## src/rtl/muldiv_sequencer_pkg.sv

```systemverilog
// Shared processor defines for the M-extension multiply/divide unit.
// Holds the funct3 operation encoding, the sequencer state encoding and
// the default iteration count of the shift-add/shift-subtract loop.
package muldiv_sequencer_pkg;

  localparam int unsigned XLEN         = 32;
  localparam int unsigned MD_ITERS_DEF = 32;

  // RISC-V funct3 encoding of the M-extension ops
  typedef enum logic [2:0] {
    MD_MUL    = 3'd0,
    MD_MULH   = 3'd1,
    MD_MULHSU = 3'd2,
    MD_MULHU  = 3'd3,
    MD_DIV    = 3'd4,
    MD_DIVU   = 3'd5,
    MD_REM    = 3'd6,
    MD_REMU   = 3'd7
  } md_op_t;

  typedef enum logic [1:0] {
    MD_IDLE = 2'd0,
    MD_BUSY = 2'd1,
    MD_DONE = 2'd2
  } md_state_t;

  // funct3[2] separates divide/remainder from multiply
  function automatic logic md_is_div(input md_op_t op);
    return op[2];
  endfunction

  // funct3[1] selects remainder within the divide group
  function automatic logic md_is_rem(input md_op_t op);
    return op[1];
  endfunction

endpackage

```

## src/rtl/muldiv_datapath.sv

```systemverilog
// Multiply/divide datapath: operand magnitude/sign capture, 64-bit
// accumulator, one shift-add (multiply) or restoring shift-subtract (divide)
// step per cycle, and final sign fix-up / result select.
// Ports:
//   clk, reset          clock, synchronous active-high reset
//   load                capture operands/op and clear the accumulator
//   step                perform one iteration
//   op, src_a, src_b    operation and raw operands (sampled on load)
//   special_c           divide-by-zero or signed-overflow on the raw inputs
//   special_result_c    result for the special cases
//   result_c            fixed-up result after the step performed this cycle
module muldiv_datapath
  import muldiv_sequencer_pkg::*;
(
  input  logic            clk,
  input  logic            reset,
  input  logic            load,
  input  logic            step,
  input  md_op_t          op,
  input  logic [XLEN-1:0] src_a,
  input  logic [XLEN-1:0] src_b,
  output logic            special_c,
  output logic [XLEN-1:0] special_result_c,
  output logic [XLEN-1:0] result_c
);

  localparam int unsigned ACC_W = 2 * XLEN;
  localparam logic [XLEN-1:0] INT_MIN = {1'b1, {(XLEN-1){1'b0}}};

  md_op_t           op_q;
  logic [ACC_W-1:0] acc_q;
  logic [ACC_W-1:0] mcand_q;   // multiplicand (shifts left) / dividend (MSB feeds divide)
  logic [XLEN-1:0]  mplier_q;  // multiplier (shifts right) / divisor magnitude (held)
  logic             neg_q;     // product / quotient needs negation
  logic             rem_neg_q; // remainder takes the dividend sign

  logic            a_signed, b_signed, a_neg, b_neg;
  logic [XLEN-1:0] a_mag, b_mag;
  logic            div_by_zero, div_ovf;

  // Operand sign handling and special-case detection on the raw inputs
  always_comb begin
    a_signed    = (op == MD_MULH) || (op == MD_MULHSU) || (op == MD_DIV) || (op == MD_REM);
    b_signed    = (op == MD_MULH) || (op == MD_DIV) || (op == MD_REM);
    a_neg       = a_signed & src_a[XLEN-1];
    b_neg       = b_signed & src_b[XLEN-1];
    a_mag       = a_neg ? -src_a : src_a;
    b_mag       = b_neg ? -src_b : src_b;
    div_by_zero = md_is_div(op) && (src_b == '0);
    div_ovf     = ((op == MD_DIV) || (op == MD_REM)) && (src_a == INT_MIN) && (src_b == '1);
    special_c   = div_by_zero | div_ovf;
    special_result_c = '0;
    if (div_by_zero) begin
      special_result_c = md_is_rem(op) ? src_a : '1;
    end else if (div_ovf) begin
      special_result_c = md_is_rem(op) ? '0 : INT_MIN;
    end
  end

  logic [XLEN:0]    rem_sh;
  logic             rem_ge;
  logic [XLEN-1:0]  rem_new;
  logic [ACC_W-1:0] acc_nxt;
  logic [ACC_W-1:0] prod;
  logic [XLEN-1:0]  quot, rem;

  // One iteration; the 33-bit compare keeps the shifted-out remainder MSB
  always_comb begin
    rem_sh  = {acc_q[ACC_W-1:XLEN], mcand_q[XLEN-1]};
    rem_ge  = rem_sh >= {1'b0, mplier_q};
    rem_new = rem_ge ? XLEN'(rem_sh - {1'b0, mplier_q}) : rem_sh[XLEN-1:0];
    if (md_is_div(op_q)) begin
      acc_nxt = {rem_new, acc_q[XLEN-2:0], rem_ge};
    end else begin
      acc_nxt = mplier_q[0] ? acc_q + mcand_q : acc_q;
    end
  end

  // Sign fix-up and final select, taken from the post-step accumulator
  always_comb begin
    prod = neg_q ? -acc_nxt : acc_nxt;
    quot = neg_q ? -acc_nxt[XLEN-1:0] : acc_nxt[XLEN-1:0];
    rem  = rem_neg_q ? -acc_nxt[ACC_W-1:XLEN] : acc_nxt[ACC_W-1:XLEN];
    case (op_q)
      MD_MUL:                       result_c = prod[XLEN-1:0];
      MD_MULH, MD_MULHSU, MD_MULHU: result_c = prod[ACC_W-1:XLEN];
      MD_DIV, MD_DIVU:              result_c = quot;
      default:                      result_c = rem;
    endcase
  end

  always_ff @(posedge clk) begin
    if (reset) begin
      op_q      <= MD_MUL;
      acc_q     <= '0;
      mcand_q   <= '0;
      mplier_q  <= '0;
      neg_q     <= 1'b0;
      rem_neg_q <= 1'b0;
    end else if (load) begin
      op_q      <= op;
      acc_q     <= '0;
      mcand_q   <= {XLEN'(0), a_mag};
      mplier_q  <= b_mag;
      neg_q     <= a_neg ^ b_neg;
      rem_neg_q <= a_neg;
    end else if (step) begin
      acc_q    <= acc_nxt;
      mcand_q  <= mcand_q << 1;
      mplier_q <= md_is_div(op_q) ? mplier_q : (mplier_q >> 1);
    end
  end

endmodule

```

## src/rtl/muldiv_sequencer.sv

```systemverilog
// Iterative M-extension multiply/divide sequencer. Accepts an op from the
// execute stage, stalls the front of the pipe while iterating, then presents
// a registered result with a one-cycle done strobe.
// Ports:
//   clk, reset                 clock, synchronous active-high reset
//   e_valid, e_op              execute-stage M-op request and funct3
//   e_src_a, e_src_b           forwarded rs1 / rs2 operands
//   e_flush                    execute-stage flush (aborts an op in flight)
//   md_stall                   combinational freeze of fetch/decode/execute
//   md_done                    one-cycle strobe, md_result valid
//   md_result                  registered result
module muldiv_sequencer
  import muldiv_sequencer_pkg::*;
#(
  parameter int unsigned MD_ITERS = MD_ITERS_DEF
) (
  input  logic            clk,
  input  logic            reset,
  input  logic            e_valid,
  input  md_op_t          e_op,
  input  logic [XLEN-1:0] e_src_a,
  input  logic [XLEN-1:0] e_src_b,
  input  logic            e_flush,
  output logic            md_stall,
  output logic            md_done,
  output logic [XLEN-1:0] md_result
);

  localparam int unsigned CNT_W = (MD_ITERS > 1) ? $clog2(MD_ITERS) : 1;
  localparam logic [CNT_W-1:0] LAST_ITER = CNT_W'(MD_ITERS - 1);

  localparam logic [1:0] S_IDLE = 2'(MD_IDLE);
  localparam logic [1:0] S_BUSY = 2'(MD_BUSY);
  localparam logic [1:0] S_DONE = 2'(MD_DONE);

  logic [1:0]       state_q, state_nxt;
  logic [CNT_W-1:0] cnt_q, cnt_nxt;
  logic             done_nxt;
  logic [XLEN-1:0]  result_nxt;
  logic             accept, step;
  logic             special_c;
  logic [XLEN-1:0]  special_result_c, result_c;

  muldiv_datapath u_datapath (
    .clk              (clk),
    .reset            (reset),
    .load             (accept),
    .step             (step),
    .op               (e_op),
    .src_a            (e_src_a),
    .src_b            (e_src_b),
    .special_c        (special_c),
    .special_result_c (special_result_c),
    .result_c         (result_c)
  );

  always_ff @(posedge clk) begin
    if (reset) begin
      state_q   <= S_IDLE;
      cnt_q     <= '0;
      md_done   <= 1'b0;
      md_result <= '0;
    end else begin
      state_q   <= state_nxt;
      cnt_q     <= cnt_nxt;
      md_done   <= done_nxt;
      md_result <= result_nxt;
    end
  end

  // Next state, stall, and result capture on entry to DONE
  always_comb begin
    state_nxt  = state_q;
    cnt_nxt    = cnt_q;
    done_nxt   = 1'b0;
    result_nxt = md_result;
    accept     = 1'b0;
    step       = 1'b0;
    md_stall   = 1'b0;
    case (state_q)
      S_IDLE: begin
        if (e_valid && !e_flush) begin
          accept   = 1'b1;
          md_stall = 1'b1;
          cnt_nxt  = '0;
          if (special_c) begin
            state_nxt  = S_DONE;
            done_nxt   = 1'b1;
            result_nxt = special_result_c;
          end else begin
            state_nxt = S_BUSY;
          end
        end
      end
      S_BUSY: begin
        md_stall = 1'b1;
        if (e_flush) begin
          state_nxt = S_IDLE;
        end else begin
          step    = 1'b1;
          cnt_nxt = cnt_q + CNT_W'(1);
          if (cnt_q == LAST_ITER) begin
            state_nxt  = S_DONE;
            done_nxt   = 1'b1;
            result_nxt = result_c;
            cnt_nxt    = '0;
          end
        end
      end
      S_DONE: begin
        state_nxt = S_IDLE;
      end
      default: begin
        state_nxt = S_IDLE;
      end
    endcase
  end

endmodule
```

## config.mk

```make
export PLATFORM = sky130hd
export DESIGN_NAME = muldiv_sequencer
export DESIGN_NICKNAME = d
export VERILOG_FILES = /design/src/rtl/muldiv_sequencer_pkg.sv /design/src/rtl/muldiv_datapath.sv /design/src/rtl/muldiv_sequencer.sv
export SDC_FILE = /design/constraint.sdc
export NUM_CORES = 1
export LEC_CHECK = 0
export ABC_AREA = 1
export BUFFER_PORTS_ARGS = -buffer_cell sky130_fd_sc_hd__buf_2
export CAP_MARGIN = 10
export CORE_ASPECT_RATIO = 1.5
export CORE_MARGIN = 10
export CORE_UTILIZATION = 50
export DETAILED_ROUTE_END_ITERATION = 6
export GPL_TIMING_DRIVEN = 0
export PLACE_DENSITY = 0.69
export RECOVER_POWER = 100
export SLEW_MARGIN = 5
export SYNTH_ARGS = -nofsm -noshare
export SYNTH_HDL_FRONTEND = slang
export SYNTH_HIERARCHICAL = 1
export SYNTH_SLANG_ARGS = --single-unit
```

## constraint.sdc

```tcl
create_clock -name clk -period 4.1 [get_ports clk]
set_clock_uncertainty 0.2 [all_clocks]
set_input_delay 0.41 -clock clk [delete_from_list [all_inputs] [get_ports clk]]
set_output_delay 0.41 -clock clk [all_outputs]
set_load 0.05 [all_outputs]
```

==> results.py <==
metrics = {
    "pwr": {
        "cellPowerDensity_nw_per_um2": 291,
        "vdd.ir_drop.worst_mv": 0.296,
        "leakage_nw": 14.5,
    },
    "setup_path": {
        "timing.critical_path.arrival_ns": 4.48,
        "worst-setup-path-type": "reg -> reg",
        "worst_setup_path_start_kind": "flip-flop",
        "critical_path.endpoint_type": "flip-flop",
        "critical_path_required_ns": 4.37,
        "cp_max_fo": 10,
    },
    "sta": {
        "worst-slew-pin-transition_ns": 1.11,
        "final.setup.tns_ns": -0.609,
        "timing.final.setup_violations": 13,
        "post-route-worst-setup-slack_ns": -0.109,
        "max-slew-margin-rel_pct": 26.2,
        "fmax_mhz": 238,
        "min_period_ns": 4.21,
        "timing.final.hold_violations": 0,
        "final_count_of_pins_violating_max_slew": 0,
        "setup_repair_after_global_routing_missed_its_margin": "true",
        "worst_hold_slack_ns": 0.0193,
        "finalCritPeriodShare_pct": 103,
    },
    "yosys": {
        "synth.distinct_cells": 59,
        "yosysSeqAreaShare_pct": 17.2,
        "avgSynthCellArea_sq_um": 5.32,
        "yosys_warnings": 6,
        "ys.flop_type": "dfxtp_1",
        "instance_count_of_the_mapped_netlist": 4493,
        "post_synthesis_cell_type_with_the_largest_combined_area": "nand2_1",
        "ys_top_cells_by_area": "nand2_1, dfxtp_1, inv_1, a21oi_1, nand3_1",
        "netlist.area_leader.share_pct": 24.4,
        "async_flop_share_pct": 0,
        "synth_seq_cells": 205,
        "syn-cell-area_sq_um": 23900,
        "syn-num-nets": 4668,
        "synth_enable_flop_cells": 0,
    },
    "placed_design": {
        "standard_cell_area_after_detailed_placement_sq_um": 25200,
        "place.gp.congestion": 1.09,
        "dp_hpwl_microns": 89600,
        "placement.io_buffers": 104,
    },
    "global_route": {
        "grt_first_pass_wirelength_microns": 161000,
        "grt_start_max_net_pins": 14,
        "globalRouteTotalUtil_pct": 37.0,
        "antenna_found_initial": 1,
        "grt_overflow_total": 0,
        "via_count_of_the_first_global_routing_pass": 27958,
    },
    "routing": {
        "ant_nets": 0,
        "detail_route.iter0.violations": 2768,
        "detail_route.vias_per_cell": 5.66,
        "route.vias.total": 30299,
        "wire_per_inst_microns": 20.6,
        "totalWireLength_microns": 110000,
        "drcViolationCount": 0,
        "drt-pass1-iter-count": 6,
    },
    "clocking": {
        "clk_transition_reported_paths_ns": 0.06,
        "ctsLongestPathBuffers": 3,
        "cts_buffers": 23,
        "htreeDepth": 1,
        "clock-root-buffer": "clkbuf_16",
        "cts.sink_count": 205,
        "clk_latency_ns": 0.56,
        "cts_tree": "yes",
    },
    "finish": {
        "postLayoutCoreUtil_pct": 61.6,
        "commonest_non_fill_non_tap_cell_in_the_layout": "nand2_1",
        "num-nets-final": 4912,
        "antenna-diode-count": 0,
        "fraction_of_layout_cells_with_a_size_suffix_above_1_pct": 17.8,
        "commonest_non_fill_non_tap_cells_in_the_layout": "nand2_1, inv_1, a21oi_1",
        "area_of_all_placed_cells_without_fillers_sq_um": 29200,
        "filler_cell_count": 4924,
        "area_delta_synth_final_pct": 22.3,
    },
    "hold_path": {
        "type_of_the_most_critical_hold_path": "in -> reg",
    },
    "floorplan": {
        "floorplan.io_pins": 105,
        "dieWidth_microns": 198,
        "floorplan.die_area_sq_um": 57100,
        "design.core.area_sq_um": 47500,
        "die_h_microns": 288,
        "row_count": 98,
        "start_util_pct": 50.4,
    },
    "outcome": {
        "failed_checks": "setup timing",
        "status": "finished, violations left",
    },
    "job": {
        "drv_cap": 0,
    },
}
Yosys cell counts, types with 5 or more instances:
master    instances
a21oi_1         421
a31oi_1           8
and2_1            5
buf_1            21
buf_2            25
clkbuf_1         97
clkinv_1          6
dfxtp_1         205
ha_1            102
inv_1           705
inv_2            18
nand2_1        1556
nand2_2          34
nand3_1         350
nand3_2          11
nand3b_1         44
nand4_1          51
nor2_1          356
nor2_2           30
nor2_4            9
nor3_1           37
nor4_1           12
o211ai_1         16
o21ai_0         216
o21ai_1          10
o21bai_1          7
or2_2             7
xnor2_1           8
xor2_1           64
worst max-delay path, stage by stage, from the launching register on:
cell	delay [ns]
dfxtp_1	0.30
buf_2	0.17
clkinv_1	0.32
nor2_1	0.10
nor2_2	0.46
clkinv_1	0.50
nor2_1	0.23
clkbuf_1	0.50
clkbuf_2	0.49
nand3_1	0.33
nand3_2	0.20
nand2_1	0.07
nand2_1	0.08
a21oi_1	0.04
nor2_1	0.11
cell type report:
class	count	area [sq um]	area share [%]
well taps	600	751	2.57
clock buffers	30	632	2.16
plain buffers	150	658	2.25
multi-input cells	3408	18600	63.7
inverters	730	2770	9.48
clock inverters	10	111	0.381
repair buffers	219	1400	4.79
flip-flops and latches	205	4290	14.7
per-stage QoR:
step / instances / setup WS, ns / power, W
6_report: 5352 / -0.109 / 0.00849
5_1_grt: 5352 / -0.294 / 0.00884
4_1_cts: 5301 / -0.0681 / 0.00801
3_5_place_dp: 5197 / -1.24 / 0.00546
3_3_place_gp: 5197 / -1.24 / 0.00546
2_1_floorplan: 4493 / 0.226 / 0.00441
per-layer routing:
layer	GRT usage [%]	vias to the layer above	share of wire, %
li1	-	14700	-
met1	40.4	13607	36
met2	63.1	1496	46
met3	5.27	494	7.9
met4	29.0	2	9.7
met5	0	-	0.011
state kept, by name, indices dropped and copies added (netlist names):
name and flops:
u_datapath/acc_q 64, u_datapath/rem_neg_q 1, u_datapath/neg_q 1, u_datapath/mcand_q 64, u_datapath/op_q 3, md_done 1
cnt_q 5, state_q 2, u_datapath/mplier_q 32, md_result 32
kinds of logic after synthesis:
group | synth area share [%]
xor+xnor | 2.64
simple gates | 44.6
flops | 17.2
compound gates | 15.9
fa+ha+maj | 5.51
buf+inv | 14.2
worst paths after layout:
kind                                              start                      end  slack (ns)  cells after the start
worst min-delay path                         e_src_b[4]   u_datapath/mplier_q[4]        0.02                      4
worst max-delay path                 u_datapath/op_q[2]             md_result[6]       -0.11                     14
worst max register to register       u_datapath/op_q[2]             md_result[6]       -0.11                     14
worst min register to register  u_datapath/mplier_q[29]  u_datapath/mplier_q[29]        0.27                      2
power by group:
| group | switching, W | internal [W] |
|---|---|---|
| registers | 0.000129 | 0.00206 |
| clock network | 0.000935 | 0.00121 |
| logic | 0.00278 | 0.00138 |
what timing repair did:
item                       CTS  global route
hold endpoints to repair     6             0
pin swaps                   71            90
resized for setup          353           325
setup endpoints to repair   32            34
hold buffers                 5             0
setup buffers               59            52
Note: power is estimated with default switching activity, not from simulation.
